**src/rtl/flog_pkg.sv**
```systemverilog
// flog_pkg: FSM state type and bfloat16 constants shared by the flog arbiter.
package flog_pkg;
    typedef enum logic [1:0] {IDLE, ISSUE, WAIT, RESP} state_e;
    localparam logic [15:0] BF16_QNAN    = 16'h7FC0;
    localparam logic [15:0] BF16_NEG_INF = 16'hFF80;
    localparam logic [15:0] BF16_POS_INF = 16'h7F80;
    localparam logic [15:0] BF16_ONE     = 16'h3F80;
    localparam logic [15:0] BF16_ZERO    = 16'h0000;
endpackage

```
**src/rtl/rr_arb2.sv**
```systemverilog
// rr_arb2: two-way round-robin grant; on a tie the requester not granted last wins.
module rr_arb2 (
    input  logic [1:0] req,
    input  logic       last_grant,
    output logic [1:0] gnt
);
    assign gnt = (req == 2'b11) ? (last_grant ? 2'b01 : 2'b10) : req;
endmodule

```
**src/rtl/flog_arb.sv**
```systemverilog
// flog_arb: shares one flog unit between two requesters, resolving special
// operands locally and aborting the unit after TIMEOUT_CYC silent cycles.
module flog_arb
    import flog_pkg::*;
#(
    parameter int TIMEOUT_CYC = 64
) (
    input  logic        clk,
    input  logic        rst,
    input  logic [1:0]  req_valid_i,
    input  logic [15:0] req_op0_i,
    input  logic [15:0] req_op1_i,
    output logic [1:0]  req_ready_o,
    output logic        unit_start_o,
    output logic [15:0] unit_op_o,
    input  logic        unit_valid_i,
    input  logic [15:0] unit_res_i,
    output logic        unit_flush_o,
    output logic [1:0]  rsp_valid_o,
    output logic [15:0] rsp_data_o,
    output logic        rsp_err_o,
    input  logic [1:0]  rsp_ready_i
);
    localparam logic [6:0] CNT_LAST = 7'(TIMEOUT_CYC - 1);

    state_e      state_q, state_d;
    logic        last_q, last_d, owner_q, owner_d, err_q, err_d, flush_q, flush_d;
    logic [15:0] op_q, op_d, res_q, res_d;
    logic [6:0]  cnt_q, cnt_d;
    logic [1:0]  gnt;
    logic [15:0] sel_op, spec_res;
    logic        spec_hit, is_nan, exp_zero, accept;

    rr_arb2 u_rr (.req(req_valid_i), .last_grant(last_q), .gnt(gnt));

    // Decoding on the granted operand bus lets a special operand reach RESP one cycle after accept.
    always_comb begin
        sel_op   = gnt[1] ? req_op1_i : req_op0_i;
        exp_zero = sel_op[14:7] == 8'h00;
        is_nan   = (sel_op[14:7] == 8'hFF) && (sel_op[6:0] != 7'd0);
        spec_hit = exp_zero || sel_op[15] || is_nan || sel_op == BF16_POS_INF || sel_op == BF16_ONE;
        spec_res = exp_zero ? BF16_NEG_INF :
                   (sel_op[15] || is_nan) ? BF16_QNAN :
                   (sel_op == BF16_POS_INF) ? BF16_POS_INF : BF16_ZERO;
        accept   = (state_q == IDLE) && (gnt != 2'b00);
    end

    always_comb begin
        state_d = state_q;
        last_d  = last_q;
        owner_d = owner_q;
        op_d    = op_q;
        res_d   = res_q;
        err_d   = err_q;
        flush_d = 1'b0;
        cnt_d   = (state_q == WAIT) ? cnt_q + 7'd1 : 7'd0;
        unique case (state_q)
            IDLE: if (accept) begin
                last_d  = gnt[1];
                owner_d = gnt[1];
                op_d    = sel_op;
                res_d   = spec_res;
                err_d   = 1'b0;
                state_d = spec_hit ? RESP : ISSUE;
            end
            ISSUE: state_d = WAIT;
            // A result arriving on the timeout cycle still wins over the abort.
            WAIT: if (unit_valid_i) begin
                res_d   = unit_res_i;
                err_d   = 1'b0;
                state_d = RESP;
            end else if (cnt_q == CNT_LAST) begin
                res_d   = BF16_QNAN;
                err_d   = 1'b1;
                flush_d = 1'b1;
                state_d = RESP;
            end
            RESP: if (rsp_ready_i[owner_q]) state_d = IDLE;
        endcase
    end

    always_ff @(posedge clk or negedge rst) begin
        if (!rst) begin
            state_q <= IDLE;
            last_q  <= 1'b1;
            owner_q <= 1'b0;
            op_q    <= 16'h0000;
            res_q   <= 16'h0000;
            err_q   <= 1'b0;
            flush_q <= 1'b0;
            cnt_q   <= 7'd0;
        end else begin
            state_q <= state_d;
            last_q  <= last_d;
            owner_q <= owner_d;
            op_q    <= op_d;
            res_q   <= res_d;
            err_q   <= err_d;
            flush_q <= flush_d;
            cnt_q   <= cnt_d;
        end
    end

    assign req_ready_o  = (rst && state_q == IDLE) ? gnt : 2'b00;
    assign unit_start_o = state_q == ISSUE;
    assign unit_op_o    = (state_q == ISSUE) ? op_q : 16'h0000;
    assign unit_flush_o = flush_q;
    assign rsp_valid_o  = (state_q == RESP) ? (owner_q ? 2'b10 : 2'b01) : 2'b00;
    assign rsp_data_o   = (state_q == RESP) ? res_q : 16'h0000;
    assign rsp_err_o    = (state_q == RESP) && err_q;
endmodule

```
**config.mk**
```make
export PLATFORM = sky130hd
export DESIGN_NAME = flog_arb
export DESIGN_NICKNAME = d
export VERILOG_FILES = /design/src/rtl/flog_pkg.sv /design/src/rtl/rr_arb2.sv /design/src/rtl/flog_arb.sv
export SDC_FILE = /design/constraint.sdc
export NUM_CORES = 1
export LEC_CHECK = 0
export ABC_AREA = 1
export CORE_MARGIN = 2
export CORE_UTILIZATION = 47
export CTS_CLUSTER_SIZE = 20
export DETAILED_ROUTE_END_ITERATION = 6
export PLACE_DENSITY = 0.89
export SLEW_MARGIN = 20
export SYNTH_ARGS = -nofsm -noshare
export SYNTH_HDL_FRONTEND = slang
export SYNTH_SLANG_ARGS = --single-unit
```
**constraint.sdc**
```tcl
create_clock -name clk -period 1.95 [get_ports clk]
set_clock_uncertainty 0.1 [all_clocks]
set_input_delay 0.585 -clock clk [delete_from_list [all_inputs] [get_ports clk]]
set_output_delay 0.585 -clock clk [all_outputs]
set_load 0.05 [all_outputs]
```
# Word level (Yosys, flattened, before mapping)

Cells that the tools add are included.

Bits in registers: 45

Order comparisons: 1
Add/subtract/negate cells: 1
Reductions and logical operators: 17
Multiplexer cells: 31
Equality and inequality tests: 11

Operators by type and width:

| kind                                                                     | number |
|---|---|
| 16-bit two-way mux                                                       | 7 |
| 16-bit case mux with 2 select lines                                      | 1 |
| 15-bit two-way mux                                                       | 2 |
| 2-bit two-way mux                                                        | 10 |
| 16-bit by 14-bit equality test with 1-bit output (second input constant) | 1 |
| 16-bit by 15-bit equality test with 1-bit output (second input constant) | 1 |
| 8-bit equality test (second input constant)                              | 1 |
| 8-bit zero test                                                          | 1 |
| 1-bit two-way mux                                                        | 8 |
| 2-bit case mux with 4 select lines                                       | 1 |
| 7-bit by 1-bit adder with 7-bit output (second input constant)           | 1 |
| 7-bit by 6-bit equality test with 1-bit output (second input constant)   | 1 |
| 7-bit two-way mux                                                        | 1 |
| 7-bit nonzero test                                                       | 1 |
| 2-bit equality test (second input constant)                              | 3 |
| 3-bit AND reduction                                                      | 2 |
| 1-bit logical OR                                                         | 5 |
| 1-bit logical AND                                                        | 4 |
| 2-bit != test (second input constant)                                    | 2 |
| 2-bit nonzero test                                                       | 2 |
| 3-bit by 2-bit != test with 1-bit output (second input constant)         | 1 |
| 2-bit by 1-bit equality test with 1-bit output (second input constant)   | 1 |
| 2-bit zero test                                                          | 1 |
| 1-bit by 2-bit < comparator with 1-bit output (second input constant)    | 1 |
| other kinds (2)                                                          | 2 |

# Logic depth before layout (Yosys ltp)

Gate-level depths: netlist of run 1.

Word-level depth: 11
Depth in mapped cells: 14
Mapped depth without buffers: 14

# By module

From an unflattened synthesis of run 1, not the netlist that was laid out.

Cells, all modules: 448
Area, all modules: 2,901.5 sq um

By module, submodules not included:

| module   | area an instance (sq um) | cells each | times used |
|---|---|---|---|
| flog_arb | 2,880.3                  | 443        | 1 |
| rr_arb2  | 21.3                     | 5          | 1 |

# Least setup slack after synthesis of run 1

No wires, ideal clock.

Path kind: input port to output port
Start: in req_valid_i[1]
End: out req_ready_o[0]
Buffers on the path: 2
Data arrival time: 3.352 ns
Path slack: -2.087 ns
Stages on the path: 3
Cells stage by stage: buf_6 -> buf_2 -> a2111oi_0

Word-level cells in the longest chain between the ends: 3

RTL lines:

| what                | RTL line        | source |
|---|---|---|
| start, declared     | flog_arb.sv:10  | `input logic [1:0] req_valid_i,` |
| 2-bit equality test | rr_arb2.sv:7    | `assign gnt = (req == 2'b11) ? (last_grant ? 2'b01 : 2'b10) : req;` |
| 2-bit two-way mux   | rr_arb2.sv:7    |  |
| 2-bit two-way mux   | flog_arb.sv:104 | `assign req_ready_o = (rst && state_q == IDLE) ? gnt : 2'b00;` |
| end, declared       | flog_arb.sv:13  | `output logic [1:0] req_ready_o,` |

Every way passes these cells.

# Final worst setup path of run 1

Start: reg last_q
End: reg res_q[14]

Word-level cells in the longest chain between the ends: 10
Elaborated cells on any way between the ends: 18

RTL lines:

| what                                                      | RTL line       | source |
|---|---|---|
| start, declared                                           | flog_arb.sv:27 | `logic last_q, last_d, owner_q, owner_d, err_q, err_d, flush_q, flush_d;` |
| start signal, assigned                                    | flog_arb.sv:94 | `last_q <= last_d;` |
| 2-bit two-way mux * (2 in a row)                          | rr_arb2.sv:7   |  |
| 16-bit two-way mux                                        | flog_arb.sv:38 | `sel_op = gnt[1] ? req_op1_i : req_op0_i;` |
| 8-bit equality test or 7-bit nonzero test (tied branches) | flog_arb.sv:40 | `is_nan = (sel_op[14:7] == 8'hFF) && (sel_op[6:0] != 7'd0);` |
| 1-bit logical AND                                         | flog_arb.sv:40 |  |
| 1-bit logical OR                                          | flog_arb.sv:43 | `(sel_op[15] \|\| is_nan) ? BF16_QNAN :` |
| 15-bit two-way mux                                        | flog_arb.sv:43 |  |
| 16-bit two-way mux                                        | flog_arb.sv:42 | `spec_res = exp_zero ? BF16_NEG_INF :` |
| 16-bit two-way mux                                        | flog_arb.sv:58 | `IDLE: if (accept) begin` |
| 16-bit case mux with 2 select lines                       | flog_arb.sv:57 | `unique case (state_q)` |
| end signal, assigned                                      | flog_arb.sv:97 | `res_q <= res_d;` |
| end, declared                                             | flog_arb.sv:28 | `logic [15:0] op_q, op_d, res_q, res_d;` |

Mark *: on every way between the ends. The rest lies on a longest branch, timed or not. The select of a mux whose other input is x is not followed.
A chain may end at the register's enable or synchronous reset.

==> qor.csv, run 1 <==
metric,value,unit
status,"complete, but fails checks",
failing checks,"design-rule violations, negative setup slack",
PnR Total Power,8.62,mW
fmax,428,MHz
critical path required time,2.09,ns
first-pass GRT wire length,15.8,mm
Core ar.,5920,um^2
clock sink total,45,
Leakage,2.70,nW
die width,82.5,um
Nets,624,
Placer Congestion,0.883,
clock buffer count from CTS,5,
worst hold path class,in -> async,
DR pass1 iterations,7,
"commonest non-fill, non-tap cell in the layout",nand2_1,
Synth Net Count,486,
design area,5430,um^2
initial antenna violation count,0,
clock latency on the worst-skew pair,0.32,ns
H-tree levels,2,
Worst VDD drop,1280,uV
startpoint types,register,
"Clk pin slew, worst setup/hold paths",0.10,ns
Area after DPL,4650,um^2
Post-DP HPWL,6.56,mm
Clock Tree Buf Depth,2,
post-synthesis cell type count,31,
IO Pins,94,
post-synthesis area per instance,6.81,um^2
TritonCTS clock tree,done,
CP Class,reg -> reg,
pin count of the biggest net entering global routing,46,
synthesized instance count,425,
ys flop type,dfrtp_1,
Routed WL,13.8,mm
die area,6800,um^2
Vias/cell,5.97,
vias in the first global route,3410,
critical path arrival,2.48,ns
period utilization,120,%
die height,82.5,um
"Seq/Total Area, Yosys",38.9,%
CP endpoint kind,register,
Slew @ Worst Pin,0.578,ns
"Hold Violations, Final",0,
Slew HR,61.5,%
clk root buf,clkbuf_8,
Layout area overhead,87.5,%
most frequent cells in the layout,"nand2_1, nor2_1, clkdlybuf4s50_1, dfrtp_1, buf_12",
hold_buf cts,0,
max-slew violation count,0,
antenna diode count,0,
Rows,28,
layout cells sized above 1,44.1,%
All-Layer GR Usage,31.2,%
slack of the critical path,-0.385,ns
"Cell Area, Synth",2900,um^2
antenna-violating nets left,0,
Starting Density,48.9,%
PortBufs,93,
P per Cell Area,1590,nW/um^2
Vias,3817,
final setup fails,57,
DR DRC count,5,
largest fanout on the critical path,8,
RSZ-0062 raised after global routing,true,
WL per Instance,21.5,um
First DRT Iteration DRCs,552,
max-cap violations,0,
Synth Register Bits,45,
GRT overflow,0,
Final Core Density,91.7,%
asr flop ratio synth,100,%
Tmin final,2.34,ns
Post-synth EDFFs,0,
Synth Warn #,0,
pre-CTS setup slack,-0.609,ns
-- layer usage --
metal	global-route usage (%)	vias to the layer above	share of wire [%]	wire (um)
met5	0	-	0	0
met4	16.2	0	6.9	944
met3	6.30	103	9.8	1350
met2	57.7	330	49	6760
met1	33.1	1820	34	4720
li1	-	1564	-	-
-- path summary, 6_finish.rpt --
| check | start | end | slack, ns | depth (start not counted) |
|---|---|---|---|---|
| max | last_q$_DFFE_PN1P_ | res_q[14]$_DFFE_PN0P_ | -0.39 | 12 |
| min | rst | op_q[6]$_DFFE_PN0P_ | 0.27 | 2 |
| max reg2reg | last_q$_DFFE_PN1P_ | res_q[14]$_DFFE_PN0P_ | -0.39 | 12 |
| min reg2reg | res_q[1]$_DFFE_PN0P_ | res_q[1]$_DFFE_PN0P_ | 0.46 | 2 |
| max in group asynchronous | rst | state_q[0]$_DFFE_PN0P_ | 1.06 | 2 |
| min in group clk | res_q[1]$_DFFE_PN0P_ | res_q[1]$_DFFE_PN0P_ | 0.46 | 2 |
-- cell type report --
cell class | instances | area [um^2]
Clock buffer | 5 | 68.8
Clock inverter | 3 | 21.3
Fill cell | 208 | 492
Inverter | 72 | 355
Multi-Input combinational cell | 291 | 1870
Sequential cell | 45 | 1130
Tap cell | 75 | 93.8
Timing Repair Buffer | 147 | 1880
Timing Repair inverter | 1 | 5.00
-- worst max-delay path: stages (launching register included) --
cell      delay (ns)
dfstp_2         0.58
nand2_4         0.07
buf_8           0.15
buf_12          0.14
nand3b_1        0.07
nand2_1         0.15
nor2_1          0.24
nand2_2         0.11
nor2_2          0.14
nand2_2         0.09
nand3_2         0.10
nand2_4         0.12
a21oi_2         0.19
-- synth_stat cells, types with 4 or more instances --
library cell,number,area share [%]
nand2_1,123,16
inv_1,71,9.2
nor2_1,65,8.4
dfrtp_1,44,38
o21ai_0,26,4.5
a21oi_1,12,2.1
nand2_2,12,2.6
nand3_1,12,2.1
a21oi_2,8,2.4
clkbuf_1,8,1.0
nand3b_1,8,2.1
ha_1,6,2.6
buf_2,4,0.69
-- sequential cells by signal, summed over array words and instances (netlist names) --
name / count
op_q: 16
res_q: 16
cnt_q: 7
state_q: 2
err_q: 1
last_q: 1
owner_q: 1
unit_flush_o: 1
-- report_power, final --
group | switching [mW] | internal, mW | total, mW
clock | 0.370 | 0.255 | 0.625
combinational | 3.55 | 2.66 | 6.20
sequential | 0.464 | 1.33 | 1.79
total | 4.38 | 4.24 | 8.62
-- per-stage QoR --
stage                     setup TNS (ns)  hold slack [ns]  cells
final                             -15.61            0.268    639
after floorplan                   -0.728            0.189    425
after CTS                          -8.39            0.280    626
after global routing              -17.55            0.314    639
after detailed placement          -14.43            0.375    609
after global placement            -12.31            0.348    609
-- kinds of logic (layout without fill, tap and decap cells) --
kind of cell / after synthesis / after routing / synth area share [%]
AND/OR/NAND/NOR: 233 / 234 / 35.0
buffers and inverters: 90 / 228 / 13.2
AO/OA/AOI/OAI: 51 / 51 / 10.3
flip-flops: 45 / 45 / 38.9
adder cells (fa/ha/maj): 6 / 6 / 2.59
-- what timing repair did --
item	in CTS	in global routing
pin swaps	11	29
setup endpoints to repair	56	57
buffers inserted	8	8
gates resized for setup	75	80
endpoints found under the hold margin	0	0
cloned	2	5
(Power assumes the default switching activity.)
==> run 2, diff against run 1 <==
--- a/config.mk
+++ b/config.mk
@@ -14,4 +14,5 @@
 export SLEW_MARGIN = 20
 export SYNTH_ARGS = -nofsm -noshare
 export SYNTH_HDL_FRONTEND = slang
+export SYNTH_HIERARCHICAL = 1
 export SYNTH_SLANG_ARGS = --single-unit
==> run 2 against run 1 <==
The flow still finishes with violations (design-rule violations, negative setup slack). Area after synthesis up 0.22%. Via count up 18%. Wire length up 35%. Maximum frequency down 7.4%. Sequential power about the same. Final cell count up 5.6%. Highest routed layer is now met5.
==> qor.csv, run 2 <==
metric,value,unit
worst hold path class,in -> async,
DR DRC count,3,
Slew @ Worst Pin,0.828,ns
"Hold Violations, Final",0,
R2R Setup Slk,-0.57,ns
CP peak stage delay,0.66,ns
Routed WL,18.6,mm
CP Buf/Inv Count,5,
switching share of power,53.3,%
Core ar.,5960,um^2
post-synthesis area per instance,6.48,um^2
PortBufs,93,
RSZ-0062 raised after global routing,true,
CP Depth,9,
Largest regs,"op_q: 16 flops, res_q: 16 flops, cnt_q: 7 flops",
final setup fails,72,
H-tree levels,2,
layout filler cell count,108,
die height,82.6,um
TritonCTS clock tree,done,
area share of fa/ha/maj cells after synthesis,2.16,%
"critical path, cell by cell","nand3_2, nand2_2, inv_2, buf_4, buf_4, a21oi_2, inv_1, buf_12, o21ai_0",
clk root buf,clkbuf_8,
most instantiated cells after synthesis,"nand2_1, inv_1, nor2_1",
die area,6820,um^2
First DRT Iteration DRCs,916,
die width,82.6,um
clock sink total,45,
All-Layer GR Usage,38.1,%
design area,5760,um^2
Synth Warn #,6,
GRT overflow,0,
vias in the first global route,3792,
final setup TNS,-21.01,ns
most frequent cell after synthesis,nand2_1,
hold_buf cts,0,
P per Cell Area,1500,nW/um^2
Slew HR,44.2,%
failing checks,"design-rule violations, negative setup slack",
clock latency on the worst-skew pair,0.33,ns
initial antenna violation count,1,
Post-synth EDFFs,0,
Synth Net Count,508,
Worst VDD drop,1250,uV
status,"complete, but fails checks",
fmax,396,MHz
worst setup path start,last_q$_DFFE_PN1P_,
worst setup path end,op_q[15]$_DFFE_PN0P_,
Rows,28,
clock buffer count from CTS,5,
R2R Path Start,last_q$_DFFE_PN1P_,
period utilization,129,%
pin count of the biggest net entering global routing,46,
"commonest non-fill, non-tap cell in the layout",nand2_1,
combinational power share,71.1,%
Leakage,2.77,nW
Final Hold Slack,0.266,ns
Nets,659,
slowest cell on the critical path,o21ai_0,
Synth Register Bits,45,
cell taking the most area after synthesis,dfrtp_1,
Clock Tree Buf Depth,2,
ys flop type,dfrtp_1,
area fraction in compound gates after synthesis,11.2,%
synthesized instance count,448,
Clock Power Share,7.9,%
Placer Congestion,0.991,
slack of the critical path,-0.573,ns
Area after DPL,4730,um^2
asr flop ratio synth,100,%
pre-CTS setup slack,-0.879,ns
Tmin final,2.52,ns
Starting Density,48.7,%
"Seq/Total Area, Yosys",38.9,%
most used cell along the critical path,buf_4,
"Clk pin slew, worst setup/hold paths",0.11,ns
first-pass GRT wire length,19.0,mm
Pint,4.05,mW
most frequent cells in the layout,"nand2_1, nand2_2, clkdlybuf4s50_1, buf_4, inv_1",
Vias/cell,6.67,
P_sw,4.61,mW
DR pass1 iterations,7,
max-cap violations,0,
Post-Synth Simple-Gate Area,33.6,%
max-slew violation count,0,
sequential power share,20.9,%
R2R depth,9,
CP endpoint kind,register,
critical path required time,2.00,ns
post-synth top area share,37.9,%
Layout area overhead,98.5,%
post-synthesis mux area share,0,%
antenna diode count,0,
Vias,4505,
Post-DP HPWL,6.80,mm
post-synthesis cell type count,27,
Synth area leaders,"dfrtp_1, nand2_1, inv_1",
WL per Instance,27.6,um
IO Pins,94,
CP Class,reg -> reg,
Synth Area in XOR/XNOR,0,%
layout cells sized above 1,50.7,%
critical path arrival,2.57,ns
largest fanout on the critical path,30,
startpoint types,register,
Top Family by Delay on Critical Path,compound AO/OA/AOI/OAI gates,
worst reg2reg endpoint,op_q[15]$_DFFE_PN0P_,
"Cell Area, Synth",2900,um^2
main combinational cell family by area after synthesis,simple AND/OR/NAND/NOR gates,
antenna-violating nets left,0,
==> run 2: repair_timing <==
item                       in CTS  in global routing
setup endpoints to repair      72                 57
resized for setup              65                129
buffers inserted               17                 12
cloned                          2                  4
pin swaps                      27                 60
hold endpoints to repair        0                  0
==> run 2: worst register-to-register path, stage by stage, from the launching register on <==
cell,delay (ns)
dfstp_2,0.60
nand3_2,0.10
nand2_2,0.11
inv_2,0.06
buf_4,0.13
buf_4,0.13
a21oi_2,0.16
inv_1,0.11
buf_12,0.18
o21ai_0,0.67
==> run 2: cell families (layout without fill, tap and decap cells) <==
logic type / after synthesis / after routing
compound gates: 56 / 56
fa+ha+maj: 5 / 5
flops: 45 / 45
buf+inv: 101 / 252
simple gates: 241 / 242
==> run 2: how the worst min path moves through the flow <==
stage / slack, ns / end / startpoint / cells past startpoint
final: 0.27 / op_q[11]$_DFFE_PN0P_ / rst / 2
after CTS: 0.30 / state_q[0]$_DFFE_PN0P_ / rst / 2
after floorplan: 0.19 / cnt_q[0]$_DFF_PN0_ / rst / 0
after global routing: 0.31 / cnt_q[0]$_DFF_PN0_ / rst / 2
after global placement: 0.35 / cnt_q[0]$_DFF_PN0_ / cnt_q[0]$_DFF_PN0_ / 1
after detailed placement: 0.37 / cnt_q[0]$_DFF_PN0_ / cnt_q[0]$_DFF_PN0_ / 1
==> run 2: final cells by class <==
cell class / count / area, um^2 / area share (%)
multi-input combinational: 303 / 2030 / 35.2
clock inverter: 2 / 13.8 / 0.239
inverter: 85 / 419 / 7.28
sequential: 45 / 1130 / 19.6
clock buffer: 6 / 82.6 / 1.43
timing repair buffer: 159 / 1990 / 34.6
tap: 75 / 93.8 / 1.63
==> run 2: power by group through the flow <==
stage | sequential (mW) | clock (mW) | combinational, mW
6_report | 1.81 | 0.688 | 6.16
5_1_grt | 1.81 | 0.722 | 6.36
4_1_cts | 1.63 | 0.619 | 4.86
3_5_place_dp | 1.65 | 0 | 4.41
3_3_place_gp | 1.61 | 0 | 4.23
2_1_floorplan | 1.58 | 0 | 2.72
==> run 2: per-layer routing <==
metal	wire [um]	vias up	global-route usage, %
met5	12	-	0
met4	2180	2	23.9
met3	2550	270	8.48
met2	8190	609	61.9
met1	5670	1996	45.5
li1	-	1628	-
==> run 2: per-stage QoR <==
stage | total power, mW | std cells | util [%]
finish | 8.66 | 675 | 96.7
CTS | 7.11 | 661 | 87.3
global placement | 5.84 | 634 | 79.4
global route | 8.89 | 675 | 96.7
detailed placement | 6.06 | 634 | 79.4
floorplan | 4.30 | 448 | -
==> run 3, diff against run 2 <==
==> constraint.sdc (replaced) <==
create_clock -name clk -period 2.43 [get_ports clk]
set_clock_uncertainty 0.1 [all_clocks]
set_input_delay 0.729 -clock clk [delete_from_list [all_inputs] [get_ports clk]]
set_output_delay 0.729 -clock clk [all_outputs]
set_load 0.05 [all_outputs]
==> run 3 against run 2 <==
The run now ends clean. Sequential power decreased by 30%. Power is 38% lower. Register-to-register slack improved by 0.77 ns. Cell area down 18%. Combinational power shrank 43%. Global-route usage fell by 10 points. Via count decreased by 26%. Sequential share of layout area increased by 4.3 points. Final cell count is 5.2% lower. Critical path type is now reg -> out. Largest cell class is now non-clock buffers. Largest power group unchanged. Highest routed layer is now met4.
==> qor.csv, run 3 (synthesis results as in run 2) <==
metric,value,unit
largest fanout on the critical path,5,
All-Layer GR Usage,28.1,%
Tmin final,2.41,ns
R2R depth,13,
"critical path, cell by cell","inv_1, ha_4, inv_2, nor3_4, buf_12",
Layout area overhead,62.5,%
PortBufs,93,
"commonest non-fill, non-tap cell in the layout",nand2_1,
worst setup path end,req_ready_o[0],
period utilization,99.1,%
Layout Cells excl Fill,640,
fmax,415,MHz
most frequent cells in the layout,"nand2_1, inv_1, clkdlybuf4s50_1, nor2_1, dfrtp_1",
worst reg2reg endpoint,res_q[9]$_DFFE_PN0P_,
layout filler cell count,353,
startpoint types,register,
worst hold path class,reg -> reg,
antenna diode count,0,
IO Pins,94,
final setup TNS,0,ns
Nets,624,
DR pass1 iterations,5,
Leakage,2.43,nW
critical path arrival,1.58,ns
clk root buf,clkbuf_8,
Starting Density,48.7,%
Slew @ Worst Pin,0.569,ns
status,finished clean,
R2R Setup Slk,0.20,ns
R2R Path Start,last_q$_DFFE_PN1P_,
Largest regs,"op_q: 16 flops, res_q: 16 flops, cnt_q: 7 flops",
slack of the critical path,0.0223,ns
slowest cell on the critical path,dfrtp_2,
placed insts,627,
H-tree levels,2,
critical path required time,1.60,ns
P per Cell Area,1140,nW/um^2
first-pass GRT wire length,14.5,mm
clock latency on the worst-skew pair,0.31,ns
Vias/cell,5.24,
GRT overflow,0,
WL per Instance,15.1,um
pin count of the biggest net entering global routing,46,
clock sink total,45,
final setup fails,0,
vias in the first global route,3115,
Clock Tree Buf Depth,2,
max-slew violation count,0,
die width,82.6,um
"Hold Violations, Final",0,
pre-CTS setup slack,-0.400,ns
CP peak stage delay,0.45,ns
initial antenna violation count,0,
Core ar.,5960,um^2
Routed WL,9.64,mm
die area,6820,um^2
hold_buf cts,0,
CP Class,reg -> out,
DR DRC count,0,
Rows,28,
antenna-violating nets left,0,
Placer Congestion,0.880,
CP endpoint kind,output port,
Slew HR,62.0,%
worst setup path start,state_q[0]$_DFFE_PN0P_,
clock buffer count from CTS,5,
First DRT Iteration DRCs,324,
Post-DP HPWL,6.66,mm
die height,82.6,um
"Clk pin slew, worst setup/hold paths",0.09,ns
layout cells sized above 1,24.2,%
TritonCTS clock tree,done,
max-cap violations,0,
Worst VDD drop,862,uV
Vias,3352,
==> run 3: repair_timing <==
item	4_1_cts	5_1_grt
pin swaps	1	8
gates resized for setup	8	17
buffers inserted	1	4
cloned	0	0
endpoints found under the setup margin	33	21
==> run 3: layout make-up <==
class                      count  area (um^2)  share of cell area (%)
timing repair buffer         125         1580                    33.5
multi-input combinational    302         1440                    30.4
sequential                    45         1130                    23.9
inverter                      85          357                    7.56
tap                           75         93.8                    1.99
clock buffer                   5         68.8                    1.46
clock inverter                 3         50.0                    1.06
==> run 3: power by group <==
part           total (mW)  internal (mW)  switching (mW)
registers            1.27           1.06           0.202
logic                3.49           1.42            2.06
clock network       0.599          0.315           0.284
==> run 3: critical path, delay by kind of cell, from the launching register on <==
| kind | cells | cell delay (ns) |
|---|---|---|
| simple gates | 1 | 0.23 |
| buf+inv | 3 | 0.41 |
| fa+ha+maj | 1 | 0.18 |
| flops | 1 | 0.45 |
==> run 3: routing by layer <==
metal  wire [um]  track usage [%]  vias to the layer above
met4         397             7.05                        0
met5           0                0                        -
met1        3480             33.5                     1545
li1            -                -                     1554
met2        5080             52.2                      202
met3         687             4.67                       51
==> run 3: how the worst min path moves through the flow <==
stage	from	to	slack (ns)	cells past startpoint
2_1_floorplan	rst	cnt_q[0]$_DFF_PN0_	0.33	0
3_3_place_gp	cnt_q[0]$_DFF_PN0_	cnt_q[0]$_DFF_PN0_	0.35	1
3_5_place_dp	cnt_q[0]$_DFF_PN0_	cnt_q[0]$_DFF_PN0_	0.37	1
4_1_cts	cnt_q[0]$_DFF_PN0_	cnt_q[0]$_DFF_PN0_	0.39	1
5_1_grt	cnt_q[0]$_DFF_PN0_	cnt_q[0]$_DFF_PN0_	0.40	1
6_report	cnt_q[0]$_DFF_PN0_	cnt_q[0]$_DFF_PN0_	0.38	1
==> run 3: stage by stage <==
step / power [mW] / instance area, um^2 / utilization (%) / hold WS (ns)
after detailed placement: 4.53 / 4490 / 75.4 / 0.366
after floorplan: 3.16 / 2950 / - / 0.333
after global routing: 5.64 / 4710 / 79.2 / 0.398
after CTS: 5.22 / 4660 / 78.2 / 0.394
after global placement: 4.37 / 4490 / 75.4 / 0.348
final: 5.35 / 4710 / 79.2 / 0.379
